## config.mk

```make
export PLATFORM = sky130hd
export DESIGN_NAME = caxi4interconnect_strb_merge_fifo
export DESIGN_NICKNAME = d
export VERILOG_FILES = /design/src/rtl/caxi4interconnect_strb_merge_fifo.sv
export SDC_FILE = /design/constraint.sdc
export NUM_CORES = 1
export LEC_CHECK = 0
export CAP_MARGIN = 15
export CORE_MARGIN = 4
export CORE_UTILIZATION = 45
export DETAILED_ROUTE_END_ITERATION = 16
export HOLD_SLACK_MARGIN = 0.15
export SYNTH_ARGS = -nofsm -noshare
export SYNTH_HDL_FRONTEND = slang
export SYNTH_SLANG_ARGS = --single-unit
```

## constraint.sdc

```tcl
create_clock -name HCLK -period 3.7 [get_ports HCLK]
set_clock_uncertainty 0.05 [all_clocks]
set_input_delay 0.925 -clock HCLK [delete_from_list [all_inputs] [get_ports HCLK]]
set_output_delay 0.925 -clock HCLK [all_outputs]
set_load 0.02 [all_outputs]
```

## src/rtl/caxi4interconnect_strb_merge_fifo.sv

```systemverilog
// rtl/caxi4interconnect_strb_merge_fifo.sv - byte-strobed FIFO with tail-merge writes, occupancy flags and sticky ovf/udf (optional FIFO_PARITY_EN)
module caxi4interconnect_strb_merge_fifo #(
  parameter int FIFO_AWIDTH  = 4,
  parameter int FIFO_WIDTH   = 32,
  parameter int AFULL_THRESH = 12
) (
  input  logic                    HCLK,
  input  logic                    sysReset,
  input  logic                    fifoWrite,
  input  logic                    fifoWrMerge,
  input  logic [FIFO_WIDTH/8-1:0] fifoWrStrb,
  input  logic [FIFO_WIDTH-1:0]   fifoWrData,
  input  logic                    fifoRead,
  output logic [FIFO_WIDTH-1:0]   fifoRdData,
  output logic                    fifoRdValid,
  output logic                    fifoFull,
  output logic                    fifoEmpty,
  output logic                    fifoAFull,
  output logic [FIFO_AWIDTH:0]    fifoCount,
`ifdef FIFO_PARITY_EN
  output logic                    fifoParErr,
`endif
  output logic                    fifoOvf,
  output logic                    fifoUdf
);

  localparam int DEPTH = 1 << FIFO_AWIDTH;
  localparam int NLANE = FIFO_WIDTH / 8;
  localparam int CW    = FIFO_AWIDTH + 1;

  logic [FIFO_WIDTH-1:0]  r_mem [DEPTH];
  logic [FIFO_AWIDTH-1:0] r_wr_ptr;
  logic [FIFO_AWIDTH-1:0] r_rd_ptr;
  logic [CW-1:0]          r_count;
  logic                   r_empty;
  logic                   r_full;
  logic                   r_afull;
  logic                   r_rd_valid;
  logic [FIFO_WIDTH-1:0]  r_rd_data;
  logic                   r_ovf;
  logic                   r_udf;

  logic                   w_pop_acc;
  logic                   w_eff_merge;
  logic                   w_push_req;
  logic                   w_push_acc;
  logic [CW-1:0]          w_count_nxt;
  logic [FIFO_AWIDTH-1:0] w_wr_addr;
  logic [NLANE-1:0]       w_lane_we;
  logic [FIFO_WIDTH-1:0]  w_lane_data;

  // Request qualification: a merge only lands on a tail that survives this cycle's pop
  always_comb begin
    w_pop_acc   = fifoRead & ~r_empty;
    w_eff_merge = fifoWrite & fifoWrMerge & (r_count != '0)
                  & ~((r_count == CW'(1)) & w_pop_acc);
    w_push_req  = fifoWrite & ~w_eff_merge;
    w_push_acc  = w_push_req & ~r_full;
  end

  // Next occupancy from accepted push/pop
  always_comb begin
    w_count_nxt = r_count;
    case ({w_push_acc, w_pop_acc})
      2'b10:   w_count_nxt = r_count + CW'(1);
      2'b01:   w_count_nxt = r_count - CW'(1);
      default: w_count_nxt = r_count;
    endcase
  end

  // Lane enables: a push rewrites every lane (unstrobed lanes become 0), a merge only strobed lanes
  always_comb begin
    w_wr_addr = w_eff_merge ? (r_wr_ptr - FIFO_AWIDTH'(1)) : r_wr_ptr;
    for (int i = 0; i < NLANE; i++) begin
      w_lane_we[i]         = ~sysReset & (w_push_acc | (w_eff_merge & fifoWrStrb[i]));
      w_lane_data[i*8 +: 8] = fifoWrStrb[i] ? fifoWrData[i*8 +: 8] : 8'h00;
    end
  end

  // Array write port (contents intentionally not reset)
  always_ff @(posedge HCLK) begin
    for (int i = 0; i < NLANE; i++) begin
      if (w_lane_we[i]) r_mem[w_wr_addr][i*8 +: 8] <= w_lane_data[i*8 +: 8];
    end
  end

  // Pointers, occupancy, registered flags and read port
  always_ff @(posedge HCLK) begin
    if (sysReset) begin
      r_wr_ptr   <= '0;
      r_rd_ptr   <= '0;
      r_count    <= '0;
      r_empty    <= 1'b1;
      r_full     <= 1'b0;
      r_afull    <= 1'b0;
      r_rd_valid <= 1'b0;
      r_rd_data  <= '0;
      r_ovf      <= 1'b0;
      r_udf      <= 1'b0;
    end else begin
      if (w_push_acc) r_wr_ptr <= r_wr_ptr + FIFO_AWIDTH'(1);
      if (w_pop_acc) begin
        r_rd_ptr  <= r_rd_ptr + FIFO_AWIDTH'(1);
        r_rd_data <= r_mem[r_rd_ptr];
      end
      r_rd_valid <= w_pop_acc;
      r_count    <= w_count_nxt;
      r_empty    <= (w_count_nxt == '0);
      r_full     <= (w_count_nxt == CW'(DEPTH));
      r_afull    <= (w_count_nxt >= CW'(AFULL_THRESH));
      if (w_push_req & r_full)  r_ovf <= 1'b1;
      if (fifoRead & r_empty)   r_udf <= 1'b1;
    end
  end

`ifdef FIFO_PARITY_EN
  logic [NLANE-1:0] r_par_mem [DEPTH];
  logic [NLANE-1:0] r_rd_par;
  logic [NLANE-1:0] w_wr_par;
  logic [NLANE-1:0] w_rd_par_calc;

  // Even parity per lane of the final stored byte (only written lanes change)
  always_comb begin
    for (int i = 0; i < NLANE; i++) begin
      w_wr_par[i]      = ^w_lane_data[i*8 +: 8];
      w_rd_par_calc[i] = ^r_rd_data[i*8 +: 8];
    end
  end

  // Parity array write port
  always_ff @(posedge HCLK) begin
    for (int i = 0; i < NLANE; i++) begin
      if (w_lane_we[i]) r_par_mem[w_wr_addr][i] <= w_wr_par[i];
    end
  end

  // Stored parity travels with the popped data
  always_ff @(posedge HCLK) begin
    if (sysReset) r_rd_par <= '0;
    else if (w_pop_acc) r_rd_par <= r_par_mem[r_rd_ptr];
  end

  assign fifoParErr = r_rd_valid & (|(w_rd_par_calc ^ r_rd_par));
`endif

  assign fifoRdData  = r_rd_data;
  assign fifoRdValid = r_rd_valid;
  assign fifoFull    = r_full;
  assign fifoEmpty   = r_empty;
  assign fifoAFull   = r_afull;
  assign fifoCount   = r_count;
  assign fifoOvf     = r_ovf;
  assign fifoUdf     = r_udf;

endmodule
```

==> flow_metrics.py, run 1 <==
metrics = {
    "outcome": {
        "status": "finished clean",
    },
    "clocking": {
        "numCtsBuffers": 57,
        "ctsResizeCount": 0,
        "path_clk_slew_ps": 60,
        "cts_buffer_depth": 3,
        "cts_max_level": 2,
        "post_cts_buffers": 0,
        "clk_latency_ps": 600,
        "cts_tree": "built",
        "cts.root.buffer_cell": "clkbuf_16",
        "clkSinkCount": 563,
        "cts_hold_buffers": 0,
    },
    "synthesis": {
        "synth_area_sq_um": 22280,
        "synth_cell_type_count": 55,
        "yosysWarnings": 0,
        "synth_area_per_cell_sq_um": 19.58,
        "ys_ff_latch": 563,
        "yosysSeqAreaShare": 0.7359,
        "synth_flop_cell": "edfxtp_1",
        "netlist_instances": 1138,
        "async_flop_share": 0,
        "synth_fp_nets": 1189,
        "synth-edff-count": 512,
    },
    "routing": {
        "drt-pass1-iter-count": 4,
        "totalWireLength_mm": 49.57,
        "via_count": 11430,
        "first_iter_violations": 839,
        "antenna_left": 0,
        "avgViaCountPerCell": 5.657,
        "post_drt_wl_per_cell_um": 24.54,
        "drc": 0,
    },
    "worst_hold_path": {
        "hold_class": "register to register",
    },
    "placement": {
        "placed_area_sq_um": 24790,
        "numPortBuffers": 83,
        "post-dp-hpwl_mm": 29.67,
        "gp_congestion": 0.8491,
    },
    "sta": {
        "final-setup-viol-count": 0,
        "maxSlewViolCount": 0,
        "whs_ps": 420.5,
        "fmax_mhz": 328.5,
        "rsz0062_at_grt": "false",
        "post-route-min-period_ps": 3044,
        "worst_slew_pin_slew_ps": 1173,
        "hold_viol": 0,
        "final.setup.tns_ps": 0,
        "finalCritPeriodShare": 0.8228,
        "slew_headroom": 0.2179,
    },
    "layout": {
        "layout.nets": 1359,
        "num_antenna_cells": 0,
        "fin_area_sq_um": 26710,
        "area_growth_pct": 19.89,
        "mostFrequentLayoutCell": "edfxtp_1",
        "drive_above_1_share": 0.2824,
        "final_cell_mix": "edfxtp_1 (512), mux4_2 (127), buf_4 (96)",
        "final_core_util": 0.5457,
    },
    "worst_setup_path": {
        "cp_top_family": "compound AO/OA/AOI/OAI gates",
        "worst_path_most_repeated_cell": "inv_1",
        "crit_buf_inv": 3,
        "slowest_stage": "clkdlybuf4s50_1",
        "crit_type": "input pin to register",
        "crit_required_ps": 4140,
        "cp-start-kind": "input pin",
        "setup.worst_path.end_class": "register",
        "max_stage_delay_ps": 620,
        "crit_chain": "clkdlybuf4s50_1 > inv_1 > a2111o_1 > inv_1 > ha_1 > or3b_2 > o41ai_1 > a211oi_1 > o31ai_1",
        "critPathArrivalTime_ps": 3490,
        "crit_fanout": 7,
    },
    "power": {
        "p_sw_uw": 3657,
        "comb_power_share": 0.125,
        "cellLeakagePower_uw": 0.008357,
        "p_per_area_nw_per_um2": 564.5,
        "sequentialPowerShare": 0.491,
        "clockPowerShare": 0.384,
        "internal_power_uw": 11420,
        "ir_drop_mv": 0.3583,
        "swShare": 0.2425,
    },
    "global_route": {
        "grt_max_degree": 70,
        "antenna_found_initial": 0,
        "grt_pass1_vias": 11990,
        "grt_pass1_wl_mm": 75.60,
        "grt_use_total": 0.1878,
        "overflow": 0,
    },
    "floorplanning": {
        "boundaryPins": 84,
        "start_util": 0.4551,
        "dieArea_sq_um": 53130,
        "row_count": 81,
        "die_y_um": 230.5,
        "core-area_sq_um": 48950,
        "die_width_um": 230.5,
    },
    "flow_run": {
        "cap_violations": 0,
    },
}
-- through the flow --
stage / power (uW) / setup WS (ps) / std cells
after CTS: 15240 / 711.4 / 2020
final: 15080 / 655.8 / 2020
after detailed placement: 9443 / 82.84 / 1913
after floorplan: 8539 / 481.2 / 1138
after global placement: 9424 / 107.5 / 1913
after global routing: 15650 / 470.2 / 2020
-- sequential cells by signal, indices dropped and copies added (netlist names) --
register / count
fifoAFull: 1
fifoCount: 5
fifoEmpty: 1
fifoFull: 1
fifoOvf: 1
fifoRdData: 32
fifoRdValid: 1
fifoUdf: 1
r_mem: 512
r_rd_ptr: 4
r_wr_ptr: 4
-- power by group through the flow --
stage	registers, uW	logic [uW]	clock network [uW]
after global routing	7430	2040	6180
after global placement	7540	1890	0
after floorplan	7510	1030	0
after detailed placement	7530	1910	0
after CTS	7410	1920	5920
final	7400	1890	5780
-- final timing paths --
path | slack [ps] | end | startpoint | depth (start not counted)
setup reg to reg | 770 | r_mem[9][22] | r_wr_ptr[0] | 5
setup / recovery | 660 | fifoAFull | fifoWrite | 9
hold reg to reg | 420 | fifoOvf | fifoOvf | 2
hold / removal | 420 | fifoOvf | fifoOvf | 2
-- worst register-to-register path, cell delays in order, from the launching register on --
cell	delay (ps)
dfxtp_1	600
inv_1	190
ha_1	440
nor2b_1	240
a21oi_1	130
nor4_2	910
-- cell usage after synthesis, types with 3 or more instances --
master    number  area share
nand3_1        6      0.0013
buf_1         11      0.0019
a21o_1         3      0.0010
edfxtp_1     512        0.69
clkbuf_1      39      0.0066
nor4_1        40       0.011
nand3b_1       4      0.0013
ha_1          10      0.0056
nor3_1        19      0.0043
nor2_1        17      0.0029
dfxtp_1       51       0.046
and3_1         3     0.00084
mux2i_1       71       0.032
o21ai_0       35      0.0079
a32oi_1        3      0.0012
a21oi_1       12      0.0027
a221oi_1      31       0.012
inv_1         11      0.0019
buf_2         23      0.0052
xnor2_1        3      0.0012
a211oi_1      15      0.0051
nand2b_1       3     0.00084
and2_1        37       0.010
nand2_1        6      0.0010
o211ai_1       3      0.0010
mux4_2       127        0.13
mux2_2         3      0.0015
-- cell families (layout without fill, tap and decap cells) --
| logic type | after synthesis | in the layout | share of synthesized area |
|---|---|---|---|
| muxes | 201 | 201 | 0.1618 |
| and+or+nand+nor | 151 | 151 | 0.03943 |
| xor gates and xnor gates | 5 | 5 | 0.001966 |
| DFF | 563 | 563 | 0.7359 |
| AOI/OAI and AO/OA | 121 | 121 | 0.03881 |
| buffers and inverters | 87 | 305 | 0.01646 |
| adders and majority gates | 10 | 10 | 0.005616 |
-- routing by layer --
metal  up-vias  track usage  routed length (um)
li1       5103            -                   -
met1      6009       0.2632               21840
met2       240       0.3127               24760
met3        76      0.02653                1872
met4         0      0.05142                1106
met5         -            0                   0
-- layout make-up --
type,count,area (sq um)
fill,3804,22240
clock buffer,79,1632
sequential,563,16410
timing repair buffer,186,1692
tap,664,830.8
clock inverter,28,285.3
multi-input combinational,488,5819
inverter,12,45.04
Note: power is estimated with default switching activity, not from simulation.
==> run 2: changes to the inputs <==
==> constraint.sdc (replaced) <==
create_clock -name HCLK -period 3 [get_ports HCLK]
set_clock_uncertainty 0.05 [all_clocks]
set_input_delay 0.75 -clock HCLK [delete_from_list [all_inputs] [get_ports HCLK]]
set_output_delay 0.75 -clock HCLK [all_outputs]
set_load 0.02 [all_outputs]
==> run 2 against run 1 <==
Core utilization increased by 1.3 points. Highest routed layer unchanged. Worst hold slack improved by 20 ps. Largest power group unchanged. Sequential share of layout area is 1.4 points lower.
==> flow_metrics.py, run 2 (synthesized netlist as in run 1, its figures left out) <==
metrics = {
    "worst_setup_path": {
        "rr_worst_depth": 8,
        "crit_required_ps": 3430,
        "slowest_stage": "clkdlybuf4s50_1",
        "rr_endpoint": "fifoFull",
        "crit_chain": "clkdlybuf4s50_1 > nor2b_2 > a2111o_1 > buf_4 > ha_1 > mux2_2 > mux2i_1 > o211ai_1 > nor4b_1",
        "cp-start-kind": "input pin",
        "crit_type": "input pin to register",
        "setup.worst_path.end_class": "register",
        "worstReg2RegStart": "fifoCount[4]",
        "max_stage_delay_ps": 490,
        "endpoint": "fifoFull",
        "critPathArrivalTime_ps": 3300,
        "crit_path_start": "fifoWrMerge",
        "r2r_slack_ps": 220,
        "crit_fanout": 6,
    },
    "power": {
        "p_per_area_nw_per_um2": 690.4,
        "ir_drop_mv": 0.5427,
        "cellLeakagePower_uw": 0.008650,
    },
    "layout": {
        "largest_register_ffs": 512,
        "drive_above_1_share": 0.3025,
        "layout.nets": 1398,
        "top_register": "r_mem",
        "area_growth_pct": 22.77,
        "num_antenna_cells": 0,
        "mostFrequentLayoutCell": "edfxtp_1",
        "final_cell_mix": "edfxtp_1 (512), mux4_2 (127), buf_4 (112)",
    },
    "routing": {
        "via_count": 11710,
        "drt-pass1-iter-count": 5,
        "avgViaCountPerCell": 5.686,
        "totalWireLength_mm": 51.01,
        "drc": 0,
        "first_iter_violations": 1068,
        "antenna_left": 0,
        "post_drt_wl_per_cell_um": 24.77,
    },
    "floorplanning": {
        "dieArea_sq_um": 53130,
        "start_util": 0.4551,
        "die_width_um": 230.5,
        "row_count": 81,
        "die_y_um": 230.5,
        "core-area_sq_um": 48950,
        "boundaryPins": 84,
    },
    "clocking": {
        "numCtsBuffers": 56,
        "cts_tree": "built",
        "path_clk_slew_ps": 60,
        "cts.root.buffer_cell": "clkbuf_16",
        "cts_hold_buffers": 0,
        "clkSinkCount": 563,
        "cts_max_level": 2,
        "post_cts_buffers": 0,
        "clk_latency_ps": 610,
        "cts_buffer_depth": 3,
    },
    "placement": {
        "gp_congestion": 0.7961,
        "post-dp-hpwl_mm": 31.49,
        "dp_slack_ps": -461.2,
        "numPortBuffers": 83,
    },
    "sta": {
        "slew_headroom": 0.3195,
        "final-setup-viol-count": 0,
        "maxSlewViolCount": 0,
        "rsz0062_at_grt": "false",
        "worst_slew_pin_slew_ps": 1012,
        "final.setup.tns_ps": 0,
        "post-route-min-period_ps": 2868,
        "finalCritPeriodShare": 0.9558,
        "hold_viol": 0,
        "worst_slack_ps": 132.5,
        "fmax_mhz": 348.7,
        "whs_ps": 440.9,
    },
    "global_route": {
        "grt_use_total": 0.1928,
        "grt_pass1_vias": 12050,
        "overflow": 0,
        "antenna_found_initial": 1,
        "grt_max_degree": 55,
        "grt_pass1_wl_mm": 76.45,
    },
    "worst_hold_path": {
        "hold_class": "register to register",
    },
    "outcome": {
        "status": "finished clean",
    },
    "flow_run": {
        "cap_violations": 0,
    },
}
[run 2: changes by cell type in the layout (fill, tap and decap cells not counted), moves of 4 or more]
cell / previous run / this run
buf_12: 7 / 31
buf_4: 96 / 112
clkbuf_1: 12 / 7
clkbuf_8: 8 / 4
clkinv_1: 2 / 13
[run 2: worst max-delay path: cells and delay by family]
family                     cells  cell delay, ps
buffers and inverters          2             660
muxes                          2             510
and+or+nand+nor                2             540
AOI/OAI and AO/OA              2             590
adders and majority gates      1             250
[run 2: repair_timing]
item | 4_1_cts | 5_1_grt
endpoints found under the setup margin | 0 | 19
hold endpoints to repair | 0 | 0
gates resized for setup | 0 | 4
[run 2: metal layers]
metal	share of wire	GRT usage
met2	0.50	0.3249
met1	0.42	0.2614
met4	0.029	0.06238
met5	0	0
met3	0.047	0.02863
[run 2: area by class of cell]
cell class              instances  area, sq um
well taps                     664        830.8
fillers                      3768        21600
multi-input cells             488         5851
repair buffers                226         2292
flip-flops and latches        563        16410
clock buffers                  69         1533
clock inverters                37        391.6
inverters                      12        45.04
[run 2: worst min path at each step]
stage | from | end | cells after the start
detailed placement | fifoOvf | fifoOvf | 2
floorplan | r_rd_ptr[3] | fifoRdData[18] | 2
finish | fifoOvf | fifoOvf | 2
global placement | fifoOvf | fifoOvf | 2
global route | fifoOvf | fifoOvf | 2
CTS | fifoOvf | fifoOvf | 2
[run 2: metrics by stage]
| step | cell area (sq um) | util | instances | total power, uW |
|---|---|---|---|---|
| floorplan | 22330 | - | 1138 | 10550 |
| global placement | 25400 | 0.5189 | 1953 | 11800 |
| detailed placement | 25400 | 0.5189 | 1953 | 11850 |
| CTS | 27330 | 0.5582 | 2059 | 19060 |
| global route | 27350 | 0.5588 | 2059 | 19580 |
| finish | 27350 | 0.5588 | 2059 | 18880 |
[run 2: power by group]
| group | internal [uW] | total, uW | switching, uW |
|---|---|---|---|
| logic | 1130 | 2620 | 1500 |
| clock network | 4310 | 7210 | 2900 |
| registers | 8870 | 9050 | 185 |
| total | 14300 | 18900 | 4580 |
